File: src/rtl/mem_access_unit.sv
// -----------------------------------------------------------------------------
// mem_access_unit
//
// MEM-stage load/store engine. Sits between the EX/MEM pipeline register and a
// word-only D-cache. Loads are formatted (byte/halfword lane select with sign or
// zero extension) into a registered result for MEM/WB. Sub-word stores are
// performed as a read-modify-write of the containing word. The pipeline is
// stalled while a request is in flight.
//
// Ports
//   clk_i, rst_i        clock, asynchronous active-low reset
//   MemRead_i           load request from EX/MEM
//   MemWrite_i          store request from EX/MEM
//   Funct3_i            RISC-V funct3 (access size / sign)
//   MemAddr_i           byte address
//   MemWriteData_i      store data (rs2)
//   MemReadData_o       formatted load result to MEM/WB (held between loads)
//   Stall_o             freeze PC/IF/ID/EX/MEM (combinational)
//   Misaligned_o        one-cycle pulse on a misaligned or illegal access
//   Timeout_o           sticky: a cache request waited MAX_WAIT cycles
//   DCACHE_ren_o        cache read request (registered)
//   DCACHE_wen_o        cache write request (registered)
//   DCACHE_addr_o       cache word address (MemAddr_i[31:2])
//   DCACHE_wdata_o      cache write word
//   DCACHE_rdata_i      cache read word
//   DCACHE_stall_i      cache busy; a request completes in the first cycle low
// -----------------------------------------------------------------------------
module mem_access_unit #(
  parameter int MAX_WAIT = 255
) (
  input  logic        clk_i,
  input  logic        rst_i,
  input  logic        MemRead_i,
  input  logic        MemWrite_i,
  input  logic [2:0]  Funct3_i,
  input  logic [31:0] MemAddr_i,
  input  logic [31:0] MemWriteData_i,
  output logic [31:0] MemReadData_o,
  output logic        Stall_o,
  output logic        Misaligned_o,
  output logic        Timeout_o,
  output logic        DCACHE_ren_o,
  output logic        DCACHE_wen_o,
  output logic [29:0] DCACHE_addr_o,
  output logic [31:0] DCACHE_wdata_o,
  input  logic [31:0] DCACHE_rdata_i,
  input  logic        DCACHE_stall_i
);

  typedef enum logic [2:0] {
    IDLE,
    RD,
    WR,
    RMW_RD,
    RMW_WR,
    DONE
  } state_t;

  // funct3 encodings
  localparam logic [2:0] F3_B  = 3'b000;
  localparam logic [2:0] F3_H  = 3'b001;
  localparam logic [2:0] F3_W  = 3'b010;
  localparam logic [2:0] F3_BU = 3'b100;
  localparam logic [2:0] F3_HU = 3'b101;

  localparam logic [7:0] MAX_WAIT_C = 8'(MAX_WAIT);

  state_t      state, stateNext;
  logic [1:0]  offQ, offD;          // byte offset within the word
  logic [2:0]  funct3Q, funct3D;
  logic [15:0] wdataQ, wdataD;      // only the low half is ever merged
  logic [7:0]  waitCnt, waitD;

  logic [31:0] readD;
  logic        misD, timeoutD, renD, wenD;
  logic [29:0] addrD;
  logic [31:0] cacheWdataD;

  // ---------------------------------------------------------------------------
  // Helpers
  // ---------------------------------------------------------------------------
  function automatic logic isLegal(input logic rd, input logic wr,
                                   input logic [2:0] f3, input logic [1:0] off);
    logic ok;
    ok = 1'b0;
    if (rd && wr) begin
      ok = 1'b0;
    end else if (rd) begin
      case (f3)
        F3_B, F3_BU: ok = 1'b1;
        F3_H, F3_HU: ok = ~off[0];
        F3_W:        ok = (off == 2'b00);
        default:     ok = 1'b0;
      endcase
    end else if (wr) begin
      case (f3)
        F3_B:    ok = 1'b1;
        F3_H:    ok = ~off[0];
        F3_W:    ok = (off == 2'b00);
        default: ok = 1'b0;
      endcase
    end
    return ok;
  endfunction

  // Little-endian lane select: byte k lives in bits [8k+7:8k].
  function automatic logic [31:0] formatLoad(input logic [31:0] word,
                                             input logic [2:0]  f3,
                                             input logic [1:0]  off);
    logic [7:0]  b;
    logic [15:0] h;
    logic [31:0] r;
    b = 8'(word >> {off, 3'b000});
    h = off[1] ? word[31:16] : word[15:0];
    case (f3)
      F3_B:    r = {{24{b[7]}}, b};
      F3_BU:   r = {24'h0, b};
      F3_H:    r = {{16{h[15]}}, h};
      F3_HU:   r = {16'h0, h};
      default: r = word;
    endcase
    return r;
  endfunction

  // Replace the addressed byte/half of the old word with the store data.
  function automatic logic [31:0] mergeStore(input logic [31:0] word,
                                             input logic [15:0] wdata,
                                             input logic [2:0]  f3,
                                             input logic [1:0]  off);
    logic [31:0] mask;
    logic [31:0] r;
    if (f3 == F3_H) begin
      r = off[1] ? {wdata, word[15:0]} : {word[31:16], wdata};
    end else begin
      mask = 32'h0000_00FF << {off, 3'b000};
      r    = (word & ~mask) | ({24'h0, wdata[7:0]} << {off, 3'b000});
    end
    return r;
  endfunction

  // ---------------------------------------------------------------------------
  // Next-state and output logic
  // ---------------------------------------------------------------------------
  always_comb begin
    // NOTE: every signal written here gets a default first; a path that left one
    // unassigned would infer a latch instead of combinational logic.
    stateNext   = state;
    offD        = offQ;
    funct3D     = funct3Q;
    wdataD      = wdataQ;
    waitD       = waitCnt;
    readD       = MemReadData_o;
    misD        = 1'b0;
    timeoutD    = Timeout_o;
    renD        = DCACHE_ren_o;
    wenD        = DCACHE_wen_o;
    addrD       = DCACHE_addr_o;
    cacheWdataD = DCACHE_wdata_o;
    Stall_o     = 1'b0;

    // Wait counter: consecutive busy cycles of the current cache request.
    // It saturates so a very long wait cannot wrap back below MAX_WAIT.
    if (state inside {RD, WR, RMW_RD, RMW_WR}) begin
      if (DCACHE_stall_i) begin
        if (waitCnt != 8'hFF) begin
          waitD = waitCnt + 8'd1;
        end
        if (waitD == MAX_WAIT_C) begin
          timeoutD = 1'b1;
        end
      end else begin
        waitD = 8'd0;
      end
    end

    case (state)
      IDLE: begin
        if (MemRead_i || MemWrite_i) begin
          Stall_o = 1'b1;
          offD    = MemAddr_i[1:0];
          funct3D = Funct3_i;
          wdataD  = MemWriteData_i[15:0];
          addrD   = MemAddr_i[31:2];
          if (!isLegal(MemRead_i, MemWrite_i, Funct3_i, MemAddr_i[1:0])) begin
            stateNext = DONE;
            misD      = 1'b1;
            readD     = 32'h0;
          end else if (MemRead_i) begin
            stateNext = RD;
            renD      = 1'b1;
          end else if (Funct3_i == F3_W) begin
            stateNext   = WR;
            wenD        = 1'b1;
            cacheWdataD = MemWriteData_i;
          end else begin
            stateNext = RMW_RD;
            renD      = 1'b1;
          end
        end
      end

      RD: begin
        Stall_o = 1'b1;
        if (!DCACHE_stall_i) begin
          renD      = 1'b0;
          readD     = formatLoad(DCACHE_rdata_i, funct3Q, offQ);
          stateNext = DONE;
        end
      end

      RMW_RD: begin
        Stall_o = 1'b1;
        if (!DCACHE_stall_i) begin
          renD        = 1'b0;
          wenD        = 1'b1;
          cacheWdataD = mergeStore(DCACHE_rdata_i, wdataQ, funct3Q, offQ);
          stateNext   = RMW_WR;
        end
      end

      WR, RMW_WR: begin
        Stall_o = 1'b1;
        if (!DCACHE_stall_i) begin
          wenD      = 1'b0;
          stateNext = DONE;
        end
      end

      // One cycle with Stall_o low lets the pipeline advance past this access.
      DONE: stateNext = IDLE;

      default: stateNext = IDLE;
    endcase
  end

  // ---------------------------------------------------------------------------
  // State and output registers
  // ---------------------------------------------------------------------------
  always_ff @(posedge clk_i or negedge rst_i) begin
    if (!rst_i) begin
      state          <= IDLE;
      offQ           <= 2'b00;
      funct3Q        <= 3'b000;
      wdataQ         <= 16'h0;
      waitCnt        <= 8'd0;
      MemReadData_o  <= 32'h0;
      Misaligned_o   <= 1'b0;
      Timeout_o      <= 1'b0;
      DCACHE_ren_o   <= 1'b0;
      DCACHE_wen_o   <= 1'b0;
      DCACHE_addr_o  <= 30'h0;
      DCACHE_wdata_o <= 32'h0;
    end else begin
      // NOTE: non-blocking assignments here so every register samples the
      // pre-edge values; blocking ones would let later lines see updated state.
      state          <= stateNext;
      offQ           <= offD;
      funct3Q        <= funct3D;
      wdataQ         <= wdataD;
      waitCnt        <= waitD;
      MemReadData_o  <= readD;
      Misaligned_o   <= misD;
      Timeout_o      <= timeoutD;
      DCACHE_ren_o   <= renD;
      DCACHE_wen_o   <= wenD;
      DCACHE_addr_o  <= addrD;
      DCACHE_wdata_o <= cacheWdataD;
    end
  end

endmodule

File: config.mk
export PLATFORM = sky130hd
export DESIGN_NAME = mem_access_unit
export DESIGN_NICKNAME = d
export VERILOG_FILES = /design/src/rtl/mem_access_unit.sv
export SDC_FILE = /design/constraint.sdc
export NUM_CORES = 1
export LEC_CHECK = 0
export CAP_MARGIN = 20
export CELL_PAD_IN_SITES_DETAIL_PLACEMENT = 2
export CELL_PAD_IN_SITES_GLOBAL_PLACEMENT = 2
export CORE_MARGIN = 2
export CORE_UTILIZATION = 25
export CTS_CLUSTER_DIAMETER = 30
export DETAILED_ROUTE_END_ITERATION = 8
export PLACE_DENSITY = 0.76
export SYNTH_ARGS = -nofsm -noshare
export SYNTH_HDL_FRONTEND = slang
export SYNTH_SLANG_ARGS = --single-unit
File: constraint.sdc
create_clock -name clk_i -period 4.5 [get_ports clk_i]
set_input_delay 0.675 -clock clk_i [delete_from_list [all_inputs] [get_ports clk_i]]
set_output_delay 0.675 -clock clk_i [all_outputs]
set_load 0.05 [all_outputs]
**Word-level counts from Yosys, hierarchy flattened**

Index checks and enable logic that the tools add are counted.

- Flip-flop bits (word level): 130
- Input port bits: 104
- Output and inout bits: 99
- Logic and storage cells: 117

- Add/subtract/negate cells: 1
- Eq/ne operators: 24
- Shift-type cells: 3
- Multiplexer cells: 49
- Bitwise operators: 4
- Reductions and logical operators: 24

Operators by type and width:

| cell | number |
|---|---|
| $mux W32 | 10 |
| $pmux W32 S2 | 2 |
| $pmux W32 S4 | 1 |
| $and A32 B32 Y32 | 1 |
| $mux W8 | 4 |
| $not A32 Y32 | 1 |
| $or A32 B32 Y32 | 1 |
| $shl A8 B5 Y32 | 1 |
| $shl A8 B5 Y32 const A | 1 |
| $shr A32 B5 Y8 | 1 |
| $mux W1 | 20 |
| $ne A2 B2 Y1 const B | 10 |
| $mux W16 | 1 |
| $eq A3 B3 Y1 const B | 5 |
| $mux W3 | 4 |
| $eq A3 B1 Y1 const B | 3 |
| $eq A3 B2 Y1 const B | 3 |
| $logic_not A3 Y1 | 3 |
| $pmux W1 S3 | 3 |
| $pmux W3 S3 | 1 |
| $add A8 B1 Y8 const B | 1 |
| $eq A8 B8 Y1 const B | 1 |
| $ne A8 B8 Y1 const B | 1 |
| $reduce_or A2 Y1 | 4 |
| 18 further kinds | 22 |

**Longest topological paths before layout**

Gate-level depths: netlist of run 1.

- Depth in word-level cells: 10
- Depth in mapped cells: 9
- Mapped depth without buffers: 6

**Least setup slack after synthesis of run 1**

No wires, ideal clock.

- Kind: in2out
- Start: input port MemRead_i
- End: output port Stall_o
- Arrival time: 1.666 ns
- Required time: 3.825 ns
- Path slack: 2.159 ns
- Cell stages on the path: 3
- Path buffers: 1
- Cells stage by stage: buf_2 -> nor2_1 -> a21oi_1

- Longest elaborated chain between the ends: 3

Ends and longest elaborated chain:

| what | line | text |
|---|---|---|
| from (decl) | 33 | `input logic MemRead_i,` |
| $logic_or A1 B1 Y1 | 178 | `if (MemRead_i \|\| MemWrite_i) begin` |
| $mux W1 | 178 |  |
| $pmux W1 S2 | 176 | `case (state)` |
| to (decl) | 39 | `output logic Stall_o,` |

Every way passes these cells.

**Worst setup path after layout of run 1**

Ends and elaborated chain as after synthesis.

==> results of run 1 <==
[per-layer routing]
layer / track usage (%) / up-vias
li1: - / 2875
met1: 21.7 / 3080
met2: 30.3 / 165
met3: 5.17 / 18
met4: 3.90 / 0
met5: 0 / -
[state kept, by name, summed over array words and instances (netlist names), 2 cells and up]
register and count:
DCACHE_wdata_o 32, wdataQ 16, state 3, waitCnt 8
MemReadData_o 32, DCACHE_addr_o 30, funct3Q 3, offQ 2
[where the power goes]
| part | internal [W] | leakage [nW] | switching, W |
|---|---|---|---|
| Clock | 0.000751 | 0.255 | 0.000535 |
| Combinational | 0.00147 | 2.23 | 0.00269 |
| Sequential | 0.00166 | 1.64 | 0.000414 |
| Total | 0.00387 | 4.12 | 0.00364 |
[synthesized netlist by cell type (9+ instances only)]
cell type,n,area share [%]
nand2_1,156,8.6
clkbuf_1,28,1.6
o22ai_1,19,1.8
a21oi_1,37,2.7
nor2_1,51,2.8
o21ai_0,18,1.3
mux2_1,37,6.1
buf_2,13,0.96
mux2i_1,17,2.5
o31ai_1,17,1.9
inv_1,9,0.50
a21o_1,9,1.0
nand3_1,9,0.66
nand2b_1,12,1.1
nor2b_1,10,0.92
dfrtp_1,130,48
mux2_2,13,2.2
o21ai_1,27,2.0
[kinds of logic (layout without fill, tap and decap cells)]
logic type	after synthesis	after routing	synth area share [%]
AOI/OAI and AO/OA	183	183	18.0
xor gates and xnor gates	2	2	0.258
adders and majority gates	1	1	0.185
buffers and inverters	60	254	4.23
DFF	130	130	48.0
muxes	76	76	12.9
and+or+nand+nor	260	260	16.4
[cells in the final DEF (no fill, tap or decap), types with 13 or more instances in the layout]
cell and n:
mux2_1 37, nor2_1 51, clkbuf_16 17, clkdlybuf4s50_1 201
mux2_2 13, o31ai_1 17, nand2_1 156, a21oi_1 37
dfrtp_1 130, o22ai_1 19, mux2i_1 17, o21ai_1 26
o21ai_0 18
[final cells by class]
cell class              count  area (µm²)  share of cell area (%)
clock inverters            11        91.3                   0.947
well taps                 341         427                    4.42
clock buffers              20         437                    4.53
flip-flops and latches    130        3250                    33.7
inverters                  10        37.5                   0.389
multi-input cells         522        3250                    33.7
repair buffers            213        2150                    22.2
[critical path, cell delays in order]
cell and delay, ns:
clkdlybuf4s50_1 0.63, nor2_1 0.17, a21oi_1 0.20, clkdlybuf4s50_1 0.83
[through the flow]
stage	worst slack [ns]	power (W)
global placement	1.27	0.00616
detailed placement	1.26	0.00625
CTS	1.25	0.00759
floorplan	2.16	0.00480
global route	1.24	0.00794
finish	1.32	0.00751
[worst paths after layout]
path | from | endpoint | slack, ns | depth (start not counted)
hold / removal | rst_i | MemReadData_o[17] | 0.30 | 1
hold reg to reg | DCACHE_addr_o[6] | DCACHE_addr_o[6] | 0.47 | 2
min in group clk_i | DCACHE_addr_o[6] | DCACHE_addr_o[6] | 0.47 | 2
max in group asynchronous | rst_i | DCACHE_addr_o[10] | 3.29 | 2
setup reg to reg | funct3Q[1] | DCACHE_wdata_o[22] | 1.93 | 5
setup / recovery | MemRead_i | Stall_o | 1.32 | 4
==> results.py, run 1 <==
metrics = {
    "run_status": {
        "status": "finished clean",
    },
    "synth": {
        "synth_nets": 817,
        "ys.flop_type": "dfrtp_1",
        "synthArstFlopShare_pct": 100,
        "synth_edf_count": 0,
        "synth_cell_types": 63,
        "synth_seq_area_share_pct": 48.0,
        "syn_area_per_cell_um2": 9.52,
        "yosysWarnings": 0,
        "synth-seq-cells": 130,
        "netlist_instances": 712,
        "synth_area_mm2": 0.00678,
    },
    "route": {
        "top_layer_used": "met4",
        "final_antenna_net_count": 0,
        "drt_iter0_markers": 278,
        "met1_length_mm": 10.8,
        "wl_per_cell_um": 20.0,
        "via_per_inst": 4.92,
        "dr_wl_met2_mm": 12.4,
        "firstDrtPassIters": 4,
        "drc": 0,
        "wl_met3_mm": 1.61,
        "num_vias": 6138,
        "drt_wl_total_mm": 25.0,
    },
    "global_routing": {
        "grt_pass1_wl_mm": 38.3,
        "grt_max_degree": 81,
        "antenna_found_initial": 0,
        "grt_usage_pct": 17.6,
        "grt_pass1_vias": 6591,
        "grt_overflow": 0,
    },
    "cts": {
        "cts_buffers": 17,
        "cts-root-buf": "clkbuf_16",
        "cts_sinks": 130,
        "clkTransAtPathRegs_ns": 0.06,
        "post_cts_buffers": 0,
        "htree_levels": 4,
        "cts_resized": 0,
        "clk_latency_ns": 0.41,
        "cts_buffer_depth": 2,
        "tritoncts": "yes",
        "hold_buffers": 0,
    },
    "timing": {
        "fmax_ghz": 0.314,
        "setup_viol_count_final": 0,
        "whs_ns": 0.298,
        "relSlewSlack_pct": 38.5,
        "fin_skew_ns": 0.0116,
        "rsz0062_at_grt": "false",
        "tightest_slew_ns": 0.899,
        "fin_crit_sh_pct": 70.7,
        "hold_violations": 0,
        "fin_crit_ns": 3.18,
        "setup_tns_ns": 0,
        "slew_violations": 0,
    },
    "worst_setup_path": {
        "cp_max_fo": 9,
        "start_kind": "input port",
        "critPathCaptureType": "primary output",
        "worstPathArrival_ns": 2.51,
        "crit_type": "in -> out",
        "worstPathRequired_ns": 3.83,
    },
    "min_path": {
        "hold_class": "in -> async",
    },
    "finish": {
        "n_fill_cell": 2952,
        "drive_gt1_share_pct": 8.06,
        "diodes": 0,
        "post-route-util_pct": 36.0,
        "syn_to_final_growth_pct": 42.3,
        "nets": 999,
        "finish.instance_area_mm2": 0.00965,
        "layoutNonFillerInstCount": 1247,
    },
    "placed_design": {
        "io_buffers": 202,
        "post-dp-hpwl_mm": 18.4,
        "dpl.cell_count": 1214,
        "place.gp.congestion": 0.775,
        "post_dp_cell_area_mm2": 0.00906,
    },
    "power": {
        "p_leak_nw": 4.12,
        "powerDensity_mw_per_mm2": 779,
        "peakVddDrop_mv": 0.326,
    },
    "floorplanning": {
        "fp.dieH_um": 169,
        "pin_count": 203,
        "start_util_pct": 25.3,
        "rows": 60,
        "core_area_mm2": 0.0268,
        "die_w_um": 169,
        "dieArea_mm2": 0.0284,
    },
    "job": {
        "cap_violations": 0,
    },
}
Power figures use the tool's default switching activity.
==> inputs of run 2 (changes only) <==
- PLACE_DENSITY: 0.76 -> 0.79
- clock period: 4.5 -> 2.9 ns (I/O delays scaled with it)
==> run 2 against run 1 <==
  * First-iteration DRC count increased by 45%
  * Clock power increased by 56%
  * Sequential share of layout area down 0.20 points
  * Via count increased by 0.91%
  * Global-route usage increased by 0.48 points
  * Cell area up 0.61%
==> results.py, run 2 (synthesized netlist as in run 1, its figures left out) <==
metrics = {
    "global_routing": {
        "grt_pass1_wl_mm": 39.6,
        "grt_pass1_vias": 6794,
        "antenna_found_initial": 0,
        "grt_max_degree": 67,
        "grt_usage_pct": 18.0,
        "grt_overflow": 0,
    },
    "placed_design": {
        "io_buffers": 202,
        "place_ws_ns": 0.339,
        "post-dp-hpwl_mm": 18.9,
        "place.gp.congestion": 0.760,
    },
    "finish": {
        "drive_gt1_share_pct": 8.77,
        "reg_top3": "DCACHE_wdata_o: 32 flops, MemReadData_o: 32 flops, DCACHE_addr_o: 30 flops",
        "nets": 1008,
        "syn_to_final_growth_pct": 43.2,
        "multi_input_area_mm2": 0.00325,
        "final_common_cell": "clkdlybuf4s50_1",
        "diodes": 0,
        "n_fill_cell": 2942,
        "seqCellArea_mm2": 0.00325,
        "layout_common_cells": "clkdlybuf4s50_1, nand2_1, dfrtp_1",
    },
    "floorplanning": {
        "pin_count": 203,
        "die_w_um": 169,
        "rows": 60,
        "core_area_mm2": 0.0268,
        "start_util_pct": 25.3,
        "dieArea_mm2": 0.0284,
        "fp.dieH_um": 169,
    },
    "route": {
        "final_antenna_net_count": 0,
        "drt_iter0_markers": 402,
        "firstDrtPassIters": 4,
        "num_vias": 6194,
        "wl_per_cell_um": 20.2,
        "drt_wl_total_mm": 25.3,
        "drc": 0,
        "via_per_inst": 4.94,
    },
    "timing": {
        "hold_violations": 0,
        "layout_setup_ws_ns": 0.664,
        "fin_skew_ns": 0.0133,
        "setup_viol_count_final": 0,
        "fmax_ghz": 0.447,
        "slew_violations": 0,
        "fin_crit_ns": 2.24,
        "whs_ns": 0.00168,
        "relSlewSlack_pct": 51.7,
        "fin_crit_sh_pct": 77.1,
        "tightest_slew_ns": 0.706,
        "rsz0062_at_grt": "false",
        "setup_tns_ns": 0,
    },
    "cts": {
        "hold_buffers": 0,
        "cts_sinks": 130,
        "cts_buffer_depth": 2,
        "clkTransAtPathRegs_ns": 0.06,
        "tritoncts": "yes",
        "cts_resized": 0,
        "cts_buffers": 17,
        "cts-root-buf": "clkbuf_16",
        "post_cts_buffers": 0,
        "htree_levels": 4,
        "clk_latency_ns": 0.43,
    },
    "worst_setup_path": {
        "crit_type": "reg -> reg",
        "worstPathRequired_ns": 3.20,
        "rr_worst_depth": 5,
        "cp_max_fo": 12,
        "worstPathArrival_ns": 2.54,
        "start_kind": "flop",
        "critPathCaptureType": "flop",
    },
    "min_path": {
        "hold_class": "in -> async",
    },
    "run_status": {
        "status": "finished clean",
    },
    "job": {
        "cap_violations": 0,
    },
    "power": {
        "p_total_w": 0.0118,
        "peakVddDrop_mv": 0.463,
        "p_leak_nw": 4.16,
        "powerDensity_mw_per_mm2": 1210,
    },
}
run 2: path summary, 6_finish.rpt:
kind                            slack [ns]                  to        from
worst min-delay path                 0.002   MemReadData_o[20]       rst_i
min in group clk_i                    0.48           Timeout_o   Timeout_o
worst min register to register        0.48           Timeout_o   Timeout_o
max in group asynchronous             2.07   MemReadData_o[29]       rst_i
worst max register to register        0.66  DCACHE_wdata_o[17]  funct3Q[2]
worst max-delay path                  0.66  DCACHE_wdata_o[17]  funct3Q[2]
run 2: routing by layer:
layer | up-vias | GRT usage, % | wire length (µm)
li1 | 2891 | - | -
met1 | 3112 | 22.5 | 10900
met2 | 165 | 30.0 | 12300
met3 | 26 | 5.63 | 1670
met4 | 0 | 5.17 | 451
met5 | - | 0 | 0
run 2: layout make-up:
type / count / area share (%)
clock buffers: 22 / 4.78
clock inverters: 6 / 0.619
inverters: 10 / 0.387
multi-input cells: 522 / 33.5
flip-flops and latches: 130 / 33.5
well taps: 341 / 4.40
repair buffers: 222 / 22.8
run 2: where the power goes:
group / switching [W] / internal [W] / leakage [nW]
registers: 0.000608 / 0.00257 / 1.64
clock network: 0.000812 / 0.00120 / 0.254
logic: 0.00424 / 0.00233 / 2.28
total: 0.00566 / 0.00611 / 4.16
run 2: through the flow:
step	cells	instance area, µm²	util (%)
6_report	1253	9700	36.2
2_1_floorplan	712	6780	-
3_5_place_dp	1225	9180	34.3
3_3_place_gp	1225	9180	34.3
4_1_cts	1253	9700	36.2
5_1_grt	1253	9700	36.2
run 2: critical path, stage by stage (launching register included):
cell	delay, ns
dfrtp_1	0.46
or3b_4	0.56
a21o_1	0.38
mux2i_1	0.29
a21oi_1	0.11
mux2_1	0.31
==> inputs of run 3 (changes only) <==
- PLACE_DENSITY: 0.79 -> 0.76
- clock period: 2.9 -> 2.1 ns (I/O delays scaled with it)
==> run 3 against run 2 <==
  * Combinational power grew 55%
  * Power grew 47%
  * Clock power grew 39%
  * Cell area grew 6.8%
  * Cell count grew 5.1%
  * Worst hold slack gained 0.38 ns
  * Critical path type unchanged
  * Largest cell class unchanged
  * Critical endpoint is now DCACHE_wdata_o[30]
  * Count of clock-buffer cells in the layout is the same
  * Non-clock buffer count grew 59
  * First-iteration DRC count shrank 6.0%
  * Via count grew 5.3%
==> results.py, run 3 (synthesized netlist as in run 1, its figures left out) <==
metrics = {
    "run_status": {
        "status": "finished clean",
    },
    "route": {
        "via_per_inst": 4.95,
        "firstDrtPassIters": 4,
        "drt_wl_total_mm": 27.1,
        "drt_iter0_markers": 378,
        "num_vias": 6521,
        "final_antenna_net_count": 0,
        "wl_per_cell_um": 20.6,
        "drc": 0,
    },
    "floorplanning": {
        "core_area_mm2": 0.0268,
        "dieArea_mm2": 0.0284,
        "fp.dieH_um": 169,
        "pin_count": 203,
        "rows": 60,
        "start_util_pct": 25.3,
        "die_w_um": 169,
    },
    "global_routing": {
        "grt_max_degree": 47,
        "grt.met2_usage_pct": 33.1,
        "grt_overflow": 0,
        "grt_pass1_vias": 7337,
        "grt_pass1_wl_mm": 42.8,
        "met1_usage_pct": 24.2,
        "top_usage_layer": "met2",
        "use_met3_pct": 5.45,
        "antenna_found_initial": 1,
        "grt_usage_pct": 19.4,
    },
    "worst_setup_path": {
        "slowest_stage": "or3b_4",
        "crit_type": "reg -> reg",
        "start_kind": "flop",
        "worstPathArrival_ns": 2.33,
        "critPathCapture": "DCACHE_wdata_o[30]",
        "critPathCaptureType": "flop",
        "reg2reg_from": "funct3Q[2]",
        "cpPeakStageDelay_ns": 0.44,
        "worstPathRequired_ns": 2.39,
        "r2r-end": "DCACHE_wdata_o[30]",
        "r2r_slack_ns": 0.06,
        "cp_max_fo": 10,
        "cp-startpoint": "funct3Q[2]",
        "path_cells": "or3b_4, buf_8, mux2_4, o22ai_2, buf_4, o21ai_1, mux2_2",
        "rr_worst_depth": 7,
    },
    "power": {
        "p_leak_nw": 4.52,
        "peakVddDrop_mv": 0.612,
        "powerDensity_mw_per_mm2": 1670,
        "p_total_w": 0.0173,
    },
    "job": {
        "cap_violations": 0,
    },
    "timing": {
        "layout_setup_ws_ns": 0.0606,
        "tightest_slew_ns": 0.572,
        "rsz0062_at_grt": "false",
        "setup_viol_count_final": 0,
        "fin_crit_ns": 2.04,
        "fmax_ghz": 0.490,
        "hold_violations": 0,
        "relSlewSlack_pct": 61.7,
        "fin_skew_ns": 0.0121,
        "fin_crit_sh_pct": 97.1,
        "slew_violations": 0,
    },
    "cts": {
        "tritoncts": "yes",
        "cts-root-buf": "clkbuf_16",
        "clk_latency_ns": 0.42,
        "cts_buffer_depth": 2,
        "post_cts_buffers": 0,
        "clkTransAtPathRegs_ns": 0.06,
        "cts_sinks": 130,
        "htree_levels": 4,
        "cts_buffers": 17,
    },
    "finish": {
        "multi_input_area_mm2": 0.00331,
        "syn_to_final_growth_pct": 52.9,
        "layout_common_cells": "clkdlybuf4s50_1, nand2_1, dfrtp_1",
        "reg_top3": "DCACHE_wdata_o: 32 flops, MemReadData_o: 32 flops, DCACHE_addr_o: 30 flops",
        "seqCellArea_mm2": 0.00326,
        "nets": 1067,
        "drive_gt1_share_pct": 15.8,
        "n_fill_cell": 2903,
        "final_common_cell": "clkdlybuf4s50_1",
    },
    "min_path": {
        "hold_class": "in -> async",
    },
    "placed_design": {
        "post-dp-hpwl_mm": 20.6,
        "place.gp.congestion": 0.801,
        "place_ws_ns": -0.167,
        "io_buffers": 202,
    },
}
-- run 3: how the worst min path moves through the flow --
stage               start  cells after the start           endpoint
detailed placement  rst_i                      1  MemReadData_o[20]
CTS                 rst_i                      2  MemReadData_o[20]
finish              rst_i                      2  MemReadData_o[20]
global route        rst_i                      2  MemReadData_o[20]
floorplan           rst_i                      0   DCACHE_addr_o[0]
global placement    rst_i                      1  MemReadData_o[20]
-- run 3: what timing repair did --
| item | 4_1_cts | 5_1_grt |
|---|---|---|
| resized for setup | 6 | 10 |
| cloned | 0 | 0 |
| hold endpoints to repair | 37 | 0 |
| hold buffers | 1 | 0 |
| endpoints found under the setup margin | 6 | 34 |
-- run 3: cell type report --
class                      count  area share, %
sequential                   130           31.4
multi-input combinational    522           32.0
timing repair buffer         281           26.9
clock inverter                10          0.833
antenna                        1         0.0241
tap                          341           4.12
clock buffer                  22           4.38
inverter                      10          0.398
-- run 3: per-stage QoR --
stage                     setup TNS [ns]  util [%]  cell area [µm²]  instances  hold slack (ns)
after global routing                   0      38.7            10400       1317            0.400
after floorplan                        0         -             6780        712           0.0194
after CTS                              0      38.5            10300       1316            0.382
after global placement             -2.53      36.3             9740       1283            0.262
after detailed placement           -6.34      36.3             9740       1283            0.260
final                                  0      38.7            10400       1317            0.379
-- run 3: routing by layer --
| metal | vias to the layer above | routed length (µm) |
|---|---|---|
| met5 | - | 0 |
| met4 | 0 | 476 |
| met3 | 24 | 1600 |
| met2 | 174 | 13300 |
| met1 | 3311 | 11700 |
| li1 | 3012 | - |
-- run 3: power by group --
group	internal (W)	switching (W)	leakage, nW
Clock	0.00165	0.00114	0.260
Combinational	0.00393	0.00629	2.63
Sequential	0.00356	0.000731	1.63
Total	0.00913	0.00816	4.52
-- run 3: critical path: cells and delay by family, from the launching register on --
family	cells	cell delay [ns]
AO/OA/AOI/OAI	2	0.21
AND/OR/NAND/NOR	1	0.44
flip-flops	1	0.39
buffers and inverters	2	0.31
multiplexers	2	0.57
==> RTL change: new RTL, config.mk and constraints of run 2 <==
Register the output `Timeout_o` once more, cleared by the reset; this adds one clock of latency there. The other outputs are not delayed to match. Comments in the files are not updated.
--- a/src/rtl/mem_access_unit.sv
+++ b/src/rtl/mem_access_unit.sv
@@ -65,6 +65,8 @@
 
   localparam logic [7:0] MAX_WAIT_C = 8'(MAX_WAIT);
 
+  logic Timeout_s0;
+
   state_t      state, stateNext;
   logic [1:0]  offQ, offD;          // byte offset within the word
   logic [2:0]  funct3Q, funct3D;
@@ -151,7 +153,7 @@
     waitD       = waitCnt;
     readD       = MemReadData_o;
     misD        = 1'b0;
-    timeoutD    = Timeout_o;
+    timeoutD    = Timeout_s0;
     renD        = DCACHE_ren_o;
     wenD        = DCACHE_wen_o;
     addrD       = DCACHE_addr_o;
@@ -245,7 +247,7 @@
       waitCnt        <= 8'd0;
       MemReadData_o  <= 32'h0;
       Misaligned_o   <= 1'b0;
-      Timeout_o      <= 1'b0;
+      Timeout_s0     <= 1'b0;
       DCACHE_ren_o   <= 1'b0;
       DCACHE_wen_o   <= 1'b0;
       DCACHE_addr_o  <= 30'h0;
@@ -260,7 +262,7 @@
       waitCnt        <= waitD;
       MemReadData_o  <= readD;
       Misaligned_o   <= misD;
-      Timeout_o      <= timeoutD;
+      Timeout_s0     <= timeoutD;
       DCACHE_ren_o   <= renD;
       DCACHE_wen_o   <= wenD;
       DCACHE_addr_o  <= addrD;
@@ -268,5 +270,13 @@
     end
   end
 
+  always_ff @(posedge clk_i or negedge rst_i) begin
+    if (!rst_i) begin
+      Timeout_o <= '0;
+    end else begin
+      Timeout_o <= Timeout_s0;
+    end
+  end
+
 endmodule
 
Check against the original RTL: no difference found for any inputs over 4 cycles, from zero or initial values and one cycle with rst_i low; that may be too few to reach the edited logic, so the function may still have changed.
==> RTL change against run 2 <==
  * Synthesized cell count decreased by 12%
  * Critical path depth is the same
  * Power rose by 0.26%
  * Sequential cell count grew 1
  * Synthesized area is 2.5% lower
  * Routed wire length decreased by 0.57%
  * Design area shrank 0.79%
  * Setup slack got worse by 0.11 ns
  * Cell count is 6.5% lower
  * Critical endpoint is now DCACHE_wdata_o[5]$_DFFE_PN0P_
==> RTL change: results (changes against run 2) <==
run status finished clean; synth unique cells 59 (-6.3%); Avg Cell Area, Syn 10.6 µm² (+11%); Synth area leaders dfrtp_1 50%, mux2_2 8.7%, nand2_1 3.6%; WL final 25200 µm (-0.57%); fill count 2831 (-3.8%); Nets 927 (-8.0%); Leak 3.99 nW (-4.3%); largest net degree at the start of global routing 69 (+3.0%); number of antenna violations at the first check in global routing 7 (+7); global-route wire length before repair 39300 µm (-0.77%); post-synthesis sequential area ratio 0.496 (+0.0163); vias in the first global route 6624 (-2.5%); post-DP HPWL 18900 µm (about the same); Placed Cells 1138 (-7.1%); postcts setup bufs 0 (unchanged); Worst-Margin Slew 0.761 ns (+0.0552 ns); total track usage 0.182 (+0.00207); critical path arrival 2.64 ns (+0.10 ns); maximum vdd drop 0.592 mV (+28%); Max FO, Critical Path 16 (+4); Fin Clk Skew 0.0114 ns (-0.00190 ns); Vias 5923 (-4.4%); layout cell share with drive strength beyond 1 0.144 (+0.0560); CP max stage delay 0.67 ns (+0.11 ns); CP top delay family compound AO/OA/AOI/OAI gates; Post-Syn Nets 730 (-11%)
## RTL change: changes by cell type in the layout (fill, tap and decap cells not counted), moves of 21 or more
cell,delta
inv_1,+22
mux2_1,-37
mux2_2,+38
nand2_1,-93
nor2_1,-26
o21ai_0,+21
o21ai_1,-23
## RTL change: cell type report
class	count	share of cell area
Sequential cell	131	0.340
Tap cell	335	0.0435
Clock buffer	19	0.0470
Inverter	31	0.0121
Multi-Input combinational cell	418	0.307
Antenna cell	2	0.000520
Clock inverter	13	0.0179
Timing Repair Buffer	223	0.231
## RTL change: path summary, 6_finish.rpt
| kind | startpoint | endpoint | slack [ns] | cells after the start |
|---|---|---|---|---|
| min in group clk_i | Timeout_s0$_DFFE_PN0P_ | Timeout_o$_DFF_PN0_ | 0.39 | 0 |
| worst min-delay path | rst_i | MemReadData_o[14]$_DFFE_PN0P_ | 0.03 | 1 |
| worst max-delay path | funct3Q[2]$_DFFE_PN0P_ | DCACHE_wdata_o[5]$_DFFE_PN0P_ | 0.55 | 5 |
| max in group asynchronous | rst_i | funct3Q[1]$_DFFE_PN0P_ | 2.17 | 2 |
| worst max register to register | funct3Q[2]$_DFFE_PN0P_ | DCACHE_wdata_o[5]$_DFFE_PN0P_ | 0.55 | 5 |
| worst min register to register | Timeout_s0$_DFFE_PN0P_ | Timeout_o$_DFF_PN0_ | 0.39 | 0 |
## RTL change: logic make-up (layout without fill, tap and decap cells)
group                      after synthesis  in the layout  share of synthesized area
muxes                                   64             64                      0.109
AOI/OAI and AO/OA                      200            200                      0.218
other                                    0              2                          0
and+or+nand+nor                        153            153                      0.116
buffers and inverters                   76            286                     0.0591
DFF                                    131            131                      0.496
adders and majority gates                1              1                    0.00189
## RTL change: metrics by stage
stage	instance area, µm²	setup WS, ns	utilization
6_report	9630	0.554	0.371
5_1_grt	9620	0.427	0.370
4_1_cts	9620	0.551	0.370
3_5_place_dp	9000	0.291	0.346
3_3_place_gp	9000	0.385	0.346
2_1_floorplan	6610	0.986	-
## RTL change: report_power, final
group | leakage (nW) | internal (W) | switching [W]
clock | 0.299 | 0.00141 | 0.000889
combinational | 2.05 | 0.00229 | 0.00397
sequential | 1.63 | 0.00262 | 0.000613
## RTL change: per-layer routing
metal	GRT usage	wire (µm)	vias up
li1	-	-	2706
met2	0.309	12400	188
met1	0.215	10500	2987
met4	0.0510	394	8
met5	0	49	-
met3	0.0708	1940	34
